## src/rtl/icache_intc_rr_req_arbiter.sv

```systemverilog
`timescale 1ns/1ps
// Round-robin arbiter that shares one I-cache bank port among N_CORES fetch ports,
// with a registered output slot and one outstanding fetch per core.
module icache_intc_rr_req_arbiter #(
  parameter int N_CORES       = 8,
  parameter int ADDRESS_WIDTH = 32,
  parameter int UID_WIDTH     = N_CORES
) (
  input  logic                                    clk_i,
  input  logic                                    rst_ni,
  input  logic [N_CORES-1:0]                      request_i,
  input  logic [N_CORES-1:0][ADDRESS_WIDTH-1:0]   address_i,
  input  logic [N_CORES-1:0][UID_WIDTH-1:0]       UID_i,
  output logic [N_CORES-1:0]                      grant_o,
  output logic                                    request_o,
  output logic [ADDRESS_WIDTH-1:0]                address_o,
  output logic [UID_WIDTH-1:0]                    UID_o,
  input  logic                                    grant_i,
  input  logic                                    response_i,
  input  logic [UID_WIDTH-1:0]                    response_UID_i,
  output logic [N_CORES-1:0]                      response_o
);

  localparam int              PTR_W = (N_CORES > 1) ? $clog2(N_CORES) : 1;
  localparam logic [PTR_W:0]  N_L   = N_CORES[PTR_W:0];
  localparam logic [PTR_W:0]  ONE_L = {{PTR_W{1'b0}}, 1'b1};

  logic                     valid_q, valid_d;
  logic [ADDRESS_WIDTH-1:0] addr_q, addr_d;
  logic [UID_WIDTH-1:0]     uid_q, uid_d;
  logic [N_CORES-1:0]       pending_q, pending_d;
  logic [PTR_W-1:0]         rr_ptr_q, rr_ptr_d;

  logic                     slot_free;
  logic [N_CORES-1:0]       elig;
  logic                     win_found;
  logic [PTR_W-1:0]         win_idx;
  logic [PTR_W:0]           cand;
  logic [PTR_W:0]           ptr_next;
  logic [N_CORES-1:0]       win_onehot;
  logic                     do_grant;

  assign slot_free = ~valid_q | grant_i;
  assign elig      = request_i & ~pending_q;

  // Scan from rr_ptr_q upward, wrapping modulo N_CORES; first eligible core wins.
  always_comb begin
    win_found = 1'b0;
    win_idx   = '0;
    cand      = '0;
    for (int k = 0; k < N_CORES; k++) begin
      cand = {1'b0, rr_ptr_q} + k[PTR_W:0];
      if (cand >= N_L) cand = cand - N_L;
      if (!win_found && elig[cand[PTR_W-1:0]]) begin
        win_found = 1'b1;
        win_idx   = cand[PTR_W-1:0];
      end
    end
  end

  always_comb begin
    win_onehot          = '0;
    win_onehot[win_idx] = 1'b1;
  end

  // Gated by rst_ni so no core sees an accept while the block is held in reset.
  assign do_grant = rst_ni & slot_free & win_found;
  assign grant_o  = do_grant ? win_onehot : '0;

  always_comb begin
    ptr_next = {1'b0, win_idx} + ONE_L;
    if (ptr_next >= N_L) ptr_next = '0;
  end

  always_comb begin
    valid_d  = valid_q;
    addr_d   = addr_q;
    uid_d    = uid_q;
    rr_ptr_d = rr_ptr_q;
    if (do_grant) begin
      valid_d  = 1'b1;
      addr_d   = address_i[win_idx];
      uid_d    = UID_i[win_idx];
      rr_ptr_d = ptr_next[PTR_W-1:0];
    end else if (grant_i) begin
      valid_d  = 1'b0;
    end
  end

  // Clear before set: a response and a re-grant on the same core leave it pending.
  always_comb begin
    pending_d = pending_q & ~response_o;
    if (do_grant) pending_d = pending_d | win_onehot;
  end

  always_ff @(posedge clk_i or negedge rst_ni) begin
    if (!rst_ni) begin
      valid_q   <= 1'b0;
      addr_q    <= '0;
      uid_q     <= '0;
      pending_q <= '0;
      rr_ptr_q  <= '0;
    end else begin
      valid_q   <= valid_d;
      addr_q    <= addr_d;
      uid_q     <= uid_d;
      pending_q <= pending_d;
      rr_ptr_q  <= rr_ptr_d;
    end
  end

  assign request_o  = valid_q;
  assign address_o  = addr_q;
  assign UID_o      = uid_q;
  assign response_o = {N_CORES{response_i}} & response_UID_i;

endmodule

```

## config.mk

```make
export PLATFORM = sky130hd
export DESIGN_NAME = icache_intc_rr_req_arbiter
export DESIGN_NICKNAME = d
export VERILOG_FILES = /design/src/rtl/icache_intc_rr_req_arbiter.sv
export SDC_FILE = /design/constraint.sdc
export NUM_CORES = 1
export LEC_CHECK = 0
export BUFFER_PORTS_ARGS = -buffer_cell sky130_fd_sc_hd__buf_2
export CAP_MARGIN = 30
export CORE_AREA = 2 2 153 155
export DETAILED_ROUTE_END_ITERATION = 10
export DIE_AREA = 0 0 155 157
export SYNTH_ARGS = -nofsm -noshare
export SYNTH_HDL_FRONTEND = slang
export SYNTH_SLANG_ARGS = --single-unit
```

## constraint.sdc

```tcl
create_clock -name clk_i -period 3.9 [get_ports clk_i]
set_clock_uncertainty 0.15 [all_clocks]
set_input_delay 0.78 -clock clk_i [delete_from_list [all_inputs] [get_ports clk_i]]
set_output_delay 0.78 -clock clk_i [all_outputs]
set_load 0.01 [all_outputs]
```

* After elaboration in Yosys (flattened, before gate mapping)
Index checks and enable logic that the tools add are counted.
Cells by class: add/sub/neg operators 16, order comparisons 19, multiplexer cells 51, bitwise gates (word level) 10, reduce and logical (&&, ||, !) cells 16
Operators by type and width (count):
- 32-bit binary-select mux with 3-bit select | 1
- 3-bit 2-to-1 mux | 17
- 3-bit by 4-bit < comparator with 1-bit output, second input constant | 9
- 4-bit greater-or-equal comparator, second input constant | 8
- 32-bit 2-to-1 mux | 1
- 8-bit bitwise AND | 3
- 1-bit binary-select mux with 3-bit select | 8
- 8-bit binary-select mux with 3-bit select | 1
- 8-bit 2-to-1 mux | 3
- 3-bit by 1-bit subtractor with 3-bit output, second input constant | 8
- 1-bit 2-to-1 mux | 19
- 3-bit by 3-bit adder with 4-bit output, second input constant | 4
- 8-bit NOT | 2
- 3-bit by 1-bit adder with 4-bit output, second input constant | 2
- 3-bit by 2-bit adder with 4-bit output, second input constant | 2
- 1-bit logical AND | 8
- 8-bit OR | 1
- 1-bit logical NOT | 7
- 3-bit by 4-bit greater-or-equal comparator with 1-bit output, second input constant | 1
- 1-bit demux with 3-bit select | 1
- 3-bit by 1-bit greater-or-equal comparator with 1-bit output, second input constant | 1
- 1-bit bitwise AND | 2
- 2-bit nonzero test | 1
- 1-bit NOT | 1
- 1-bit OR | 1
Word-level totals: flip-flop bits (word level) 52, input bits 340, output and inout port bits 57, logic and storage cells 117

* Logic depth before layout (Yosys ltp)
Gate-level depths: netlist of the first run.
depth in word-level cells 32, mapped depth 15, gate-level depth less buffers 11

* Worst setup path before layout of the first run
No wires, ideal clock.
path type input-to-output, start point input request_i[5], end point output grant_o[5], arrival 3208 ps, data required time 2970 ps, path slack -238 ps, cell stages on the path 8, path through nor2b_1 > a2111oi_0 > mux4_2 > nand3_4 > or4_4 > a32o_2 > or2_1 > nor3_1
On the way: longest elaborated chain between the ends 30, elaborated cells on any way between the ends 54
RTL lines:
- from (decl) | line 11 | input logic [N_CORES-1:0] request_i,
- 8-bit bitwise AND * | line 44 | assign elig = request_i & ~pending_q;
- 1-bit binary-select mux with 3-bit select | line 54 | if (!win_found && elig[cand[PTR_W-1:0]]) begin
- 1-bit 2-to-1 mux (implied by the code) | line 54
- 1-bit 2-to-1 mux | line 54
- 1-bit logical NOT | line 54
- 1-bit logical AND | line 54
- 1-bit 2-to-1 mux | line 54
- 1-bit logical NOT | line 54
- (+14 left out)
- 1-bit logical NOT | line 54
- 1-bit logical AND | line 54
- 3-bit 2-to-1 mux | line 54
- 3-bit by 4-bit < comparator with 1-bit output (implied by the code) / 3-bit by 1-bit greater-or-equal comparator with 1-bit output (equally long branches) | line 63 | win_onehot[win_idx] = 1'b1;
- 1-bit logical AND (implied by the code) | line 63
- 1-bit 2-to-1 mux (implied by the code) | line 63
- 1-bit demux with 3-bit select | line 63
- 8-bit 2-to-1 mux * | line 68 | assign grant_o = do_grant ? win_onehot : '0;
- to (decl) | line 14 | output logic [N_CORES-1:0] grant_o,
Every way passes the cells marked *; elsewhere a longest branch is shown, timed or not. The select of a mux whose other input is x is not followed.

* Worst setup path after layout of the first run
start point register rr_ptr_q[0], end point output grant_o[1]
On the way: longest elaborated chain between the ends 31, elaborated cells on any way between the ends 84
RTL lines:
- from (decl) | line 32 | logic [PTR_W-1:0] rr_ptr_q, rr_ptr_d;
- from (signal assigned) | line 108 | rr_ptr_q <= rr_ptr_d;
- branches (longest 30 deep; another with 3-bit by 1-bit adder with 4-bit output)
- 8-bit 2-to-1 mux * | line 68
Mark *: on every way between the ends. The select of a mux whose other input is x is not followed.

==> results.txt, run 1 <==
status: finished with violations
failing checks: negative setup slack
die area: 24,300 sq um
number of synthesized flops with an enable pin: 0
Top FF cell, synth: dfrtp_1
CP peak stage delay: 0.45 ns
Hold EP: address_o[7]
CP delay by family, top: simple AND/OR/NAND/NOR gates
Rel. slew slack: 46.5%
minimum clock period: 4.28 ns
RSZ-0062 raised after global routing: true
Hold Path Origin: address_o[7]
Crit Path Max Fanout: 11
Layout area overhead: 62.4%
clock tree sinks: 52
CP Data Required Time: 2.97 ns
Die Y: 157 microns
vias in the first global route: 7,431
drt first pass iters: 5
Num CTS Buffers: 5
PnR worst setup slack: -0.383 ns
DR iter-0 viols: 505
first-pass GRT wire length: 42,100 microns
#FFs+latches synth: 52
Worst-Margin Slew: 0.803 ns
most common library cell in the layout ignoring fill and taps: buf_2
critical path class: flip-flop to output pin
H-Tree Depth: 2
crit path max-delay cell type: dfrtp_2
max_cap viols: 0
HP Class: flip-flop to flip-flop
CP Launch Type: flip-flop
CORE AREA: 22,500 sq um
fin crit share: 110%
setup slack, reg-to-reg: 0.05 ns
Synth async-reset ratio: 100%
total negative slack: -2.40 ns
Ys Warns: 0
GPL Wtd Cong: 0.873
highest clock rate: 234 MHz
number of remaining DRC errors: 0
drt total wl: 29,100 microns
drt wl/cell: 20.3 microns
Root Driver: clkbuf_16
cells on worst reg2reg path: 16
clock latency at the later pin of the worst-skew pair: 0.31 ns
pin count of the biggest net entering global routing: 53
Crit. End Element: output pin
CTS clk-pin slew, worst paths: 0.08 ns
library cells used by synthesis: 67
die width: 155 microns
Hold Path Stages: 2
Syn Area/Cell: 8.66 sq um
initial antenna violation count: 4
post-synthesis sequential area ratio: 21.9%
ANT nets after route: 0
overall global routing resource usage: 22.3%
Clock Tree Buf Depth: 2
# hold bufs at CTS: 0
post-DR vias/cell: 5.27
reg2reg end: UID_o[6]
worst reg2reg path startpoint: rr_ptr_q[0]
placed wire-length estimate: 22,500 microns
Fin Hold WS: 0.323 ns
share of cells above drive strength 1: 58.0%
crit-path cells: buf_12 > and3b_2 > a2111oi_4 > mux4_2 > nand3_4 > or4_4 > a32o_4 > or2_4 > nor3b_4 > buf_2
port bufs: 396
Initial Util: 26.4%
critical path arrival: 3.35 ns
Final Setup Violations: 8
Final Hold Viols: 0
Fillers: 2,272
Final Net Count: 1,490
Netlist Area Pre-Place: 5950 sq um
crit path buf inv count: 2
Syn Inst Count: 687
Max Slew Vio Count: 0
detailed-route via count: 7,572
syn nets: 1,029
GRT overflow: 0
IO Pins: 397
commonest cells after routing, fill and taps aside: buf_2, buf_4, nand2_1
Site Rows: 55
TritonCTS clock tree: yes
==> worst max-delay path by stage <==
stage                 startpoint       endpoint  cells past startpoint
floorplan           request_i[2]     grant_o[1]                      8
global placement    request_i[6]  address_o[18]                     13
detailed placement  request_i[6]  address_o[18]                     13
CTS                  rr_ptr_q[0]     grant_o[1]                     10
global route         rr_ptr_q[0]     grant_o[1]                     10
finish               rr_ptr_q[0]     grant_o[1]                     10
==> worst min-delay path, stage by stage (launching register included) <==
cell,delay (ns)
dfrtp_1,0.34
nand2_1,0.05
o41ai_1,0.05
==> state kept, by name, indices dropped and copies added (netlist names) <==
signal     cells
UID_o          8
address_o     32
pending_q      8
request_o      1
rr_ptr_q       3
==> through the flow <==
step                      area, sq um  worst slack [ns]  utilization [%]  instances
after floorplan                  6090           -0.0429                -        687
after global placement           9060            -0.547             40.3       1409
after detailed placement         9060            -0.500             40.3       1409
after CTS                        9310            -0.394             41.4       1421
after global routing             9670            -0.506             43.0       1436
final                            9670            -0.383             43.0       1436
==> final cells by class <==
type	instances	area (sq um)	area share, %
Antenna cell	2	5.00	0.0518
Clock buffer	8	146	1.51
Inverter	14	56.3	0.583
Multi-Input combinational cell	552	4620	47.8
Sequential cell	52	1300	13.5
Tap cell	285	357	3.69
Timing Repair Buffer	523	3170	32.8
==> logic make-up (layout without fill, tap and decap cells) <==
logic type | after synthesis | count (layout) | share of synthesized area, %
multiplexers | 93 | 93 | 19.5
AND/OR/NAND/NOR | 206 | 207 | 18.3
XOR/XNOR | 4 | 4 | 0.967
AO/OA/AOI/OAI | 246 | 246 | 31.6
flip-flops | 52 | 52 | 21.9
buffers and inverters | 84 | 545 | 7.27
other | 0 | 2 | 0
adder cells (fa/ha/maj) | 2 | 2 | 0.420
==> cells in the mapped netlist, types with 3 or more instances <==
cell	number	area share, %
buf_6	3	0.57
mux4_2	13	4.9
buf_2	17	1.4
and3b_1	4	0.59
mux2i_1	26	4.4
dfrtp_1	52	22
nor2_1	9	0.57
mux2_2	54	10
nand3_1	3	0.25
clkbuf_1	34	2.1
a221o_1	13	2.2
o22ai_1	28	2.9
buf_1	3	0.19
o21ai_0	8	0.67
nor3_1	9	0.76
a21o_1	10	1.3
and2_1	54	5.7
buf_4	8	1.0
inv_1	11	0.69
nor3b_1	7	0.88
nand2_1	85	5.4
nand2b_1	13	1.4
o41ai_1	28	4.1
nor2b_1	8	0.84
a2111oi_0	56	8.2
a21oi_1	46	3.9
a221oi_1	14	2.1
a22oi_1	17	2.1
==> what timing repair did <==
item / 4_1_cts / 5_1_grt
pin swaps: 0 / 3
hold endpoints to repair: 0 / 0
gates cloned: 1 / 2
setup endpoints to repair: 35 / 44
setup buffers: 3 / 11
resized for setup: 15 / 62
==> routing by layer <==
layer / part of all wire (%) / GRT usage [%] / wire length, microns
met1: 41 / 28.6 / 12000
met2: 50 / 38.6 / 14500
met3: 6.7 / 3.96 / 1950
met4: 2.1 / 5.91 / 607
met5: 0.027 / 0 / 8
Power of run 1 is left out: the tool's default activity adds up to more than one toggle a clock period on the data nets, which glitch-free logic cannot reach.
==> inputs of run 2 (changes only) <==
- CELL_PAD_IN_SITES_DETAIL_PLACEMENT: not set -> 2
- CELL_PAD_IN_SITES_GLOBAL_PLACEMENT: not set -> 2
- CORE_AREA: 2 2 153 155 -> not set
- CORE_ASPECT_RATIO: not set -> 0.5
- CORE_UTILIZATION: not set -> 20
- DIE_AREA: 0 0 155 157 -> not set
- PLACE_DENSITY_LB_ADDON: not set -> 0.1
- SKIP_CTS_REPAIR_TIMING: not set -> 1
- SKIP_LAST_GASP: not set -> 1
==> results.txt, run 2 (synthesis results as in run 1) <==
status: finished with violations
failing checks: negative setup slack
number of remaining DRC errors: 0 (unchanged)
H-Tree Depth: 2 (unchanged)
PnR worst setup slack: -0.448 ns (-0.0650 ns)
post-DR vias/cell: 5.00 (-5.2%)
RSZ-0062 raised after global routing: true
drt first pass iters: 4 (-1)
drt total wl: 34,800 microns (+20%)
Crit Path Max Fanout: 7 (-4)
ANT nets after route: 0 (unchanged)
Site Rows: 44 (-20%)
first-pass GRT wire length: 48,700 microns (+16%)
CTS clk-pin slew, worst paths: 0.08 ns (about the same)
Final Net Count: 1,475 (-1.0%)
fin util: 33.6% (-9.4 points)
Final Hold Viols: 0 (unchanged)
CP Data Required Time: 2.97 ns (about the same)
die width: 246 microns (+59%)
CORE AREA: 29,100 sq um (+29%)
initial antenna violation count: 2 (-2)
fin crit share: 111% (+1.7 points)
overall global routing resource usage: 21.0% (-1.2 points)
Die Y: 124 microns (-21%)
Final Setup Violations: 34 (+26)
GRT overflow: 0 (unchanged)
vias in the first global route: 8,462 (+14%)
IO Pins: 397 (unchanged)
critical path class: flip-flop to output pin
port bufs: 396 (unchanged)
detailed-route via count: 7,636 (+0.85%)
Crit. End Element: output pin
critical path arrival: 3.42 ns (+0.07 ns)
Worst-Margin Slew: 0.769 ns (-0.0331 ns)
Max Slew Vio Count: 0 (unchanged)
Clock Tree Buf Depth: 2 (unchanged)
commonest cells after routing, fill and taps aside: buf_2, buf_4, nand2_1
max_cap viols: 0 (unchanged)
highest clock rate: 230 MHz (-1.5%)
Layout area overhead: 64.3%
Num CTS Buffers: 5 (unchanged)
DR iter-0 viols: 295 (-42%)
pin count of the biggest net entering global routing: 71 (+34%)
CP Launch Type: flip-flop
die area: 30,500 sq um (+25%)
Root Driver: clkbuf_16
HP Class: flip-flop to flip-flop
clock tree sinks: 52 (unchanged)
GPL Wtd Cong: 0.859 (-1.7%)
Initial Util: 20.4% (-6.0 points)
placed wire-length estimate: 27,000 microns (+20%)
met2 GRT Util: 39.9% (+1.3 points)
met1 usage in global routing: 25.0% (-3.6 points)
GR Util met3: 3.32% (-0.65 points)
layer with the highest usage: met2
TritonCTS clock tree: yes
Rel. slew slack: 48.7% (+2.2 points)
clock latency at the later pin of the worst-skew pair: 0.30 ns (about the same)
most common library cell in the layout ignoring fill and taps: buf_2
minimum clock period: 4.35 ns (+0.0650 ns)
Largest register FFs: 32 (unchanged)
share of cells above drive strength 1: 58.1% (+0.15 points)
drt wl/cell: 22.8 microns (+12%)
-- run 2: changes by cell type in the layout (fill, tap and decap cells not counted), sizes merged --
cell / previous run / this run
clkinv: 0 / 1
buf: 522 / 505
clkbuf: 9 / 10
-- run 2: final timing paths --
check                      slack [ns]       endpoint  cells past startpoint     startpoint
setup / recovery                -0.45     grant_o[3]                     11    rr_ptr_q[0]
setup reg to reg                -0.10  address_o[28]                     16    rr_ptr_q[0]
hold reg to reg                  0.33  address_o[15]                      2  address_o[15]
hold / removal                   0.33  address_o[15]                      2  address_o[15]
min in group asynchronous        0.57   address_o[6]                      2         rst_ni
max in group asynchronous        2.47    rr_ptr_q[0]                      2         rst_ni
-- run 2: layout make-up --
type / instances / area, sq um
inverter: 14 / 55.1
tap: 391 / 489
clock inverter: 1 / 7.51
sequential: 52 / 1300
clock buffer: 7 / 143
antenna: 2 / 5.00
fill: 3377 / 19300
multi-input combinational: 552 / 4680
timing repair buffer: 508 / 3090
-- run 2: critical path, cell delays in order (launching register included) --
cell,delay [ns]
dfrtp_2,0.43
buf_6,0.15
buf_12,0.13
buf_4,0.15
a2111oi_4,0.33
mux4_2,0.38
nand3_4,0.11
or4_4,0.44
a32o_4,0.32
or2_4,0.32
nor3b_4,0.19
buf_2,0.16
-- run 2: routing by layer --
metal  vias up  part of all wire [%]
met5         -                     0
met4         0                   1.7
met3        31                   3.3
met2       150                    54
met1      3860                    41
li1       3595                     -
-- run 2: stage by stage --
stage	hold WS (ns)	instances	cell area, sq um	setup WS (ns)	TNS [ns]
after floorplan	0.314	687	6090	-0.0429	-0.0680
after global placement	0.305	1500	9090	-0.365	-11.67
after detailed placement	0.310	1500	9090	-0.479	-16.13
after CTS	0.334	1508	9240	-0.644	-12.89
after global routing	0.356	1527	9780	-0.541	-8.99
final	0.325	1527	9780	-0.448	-4.31
Power of run 2 is left out for the same reason.
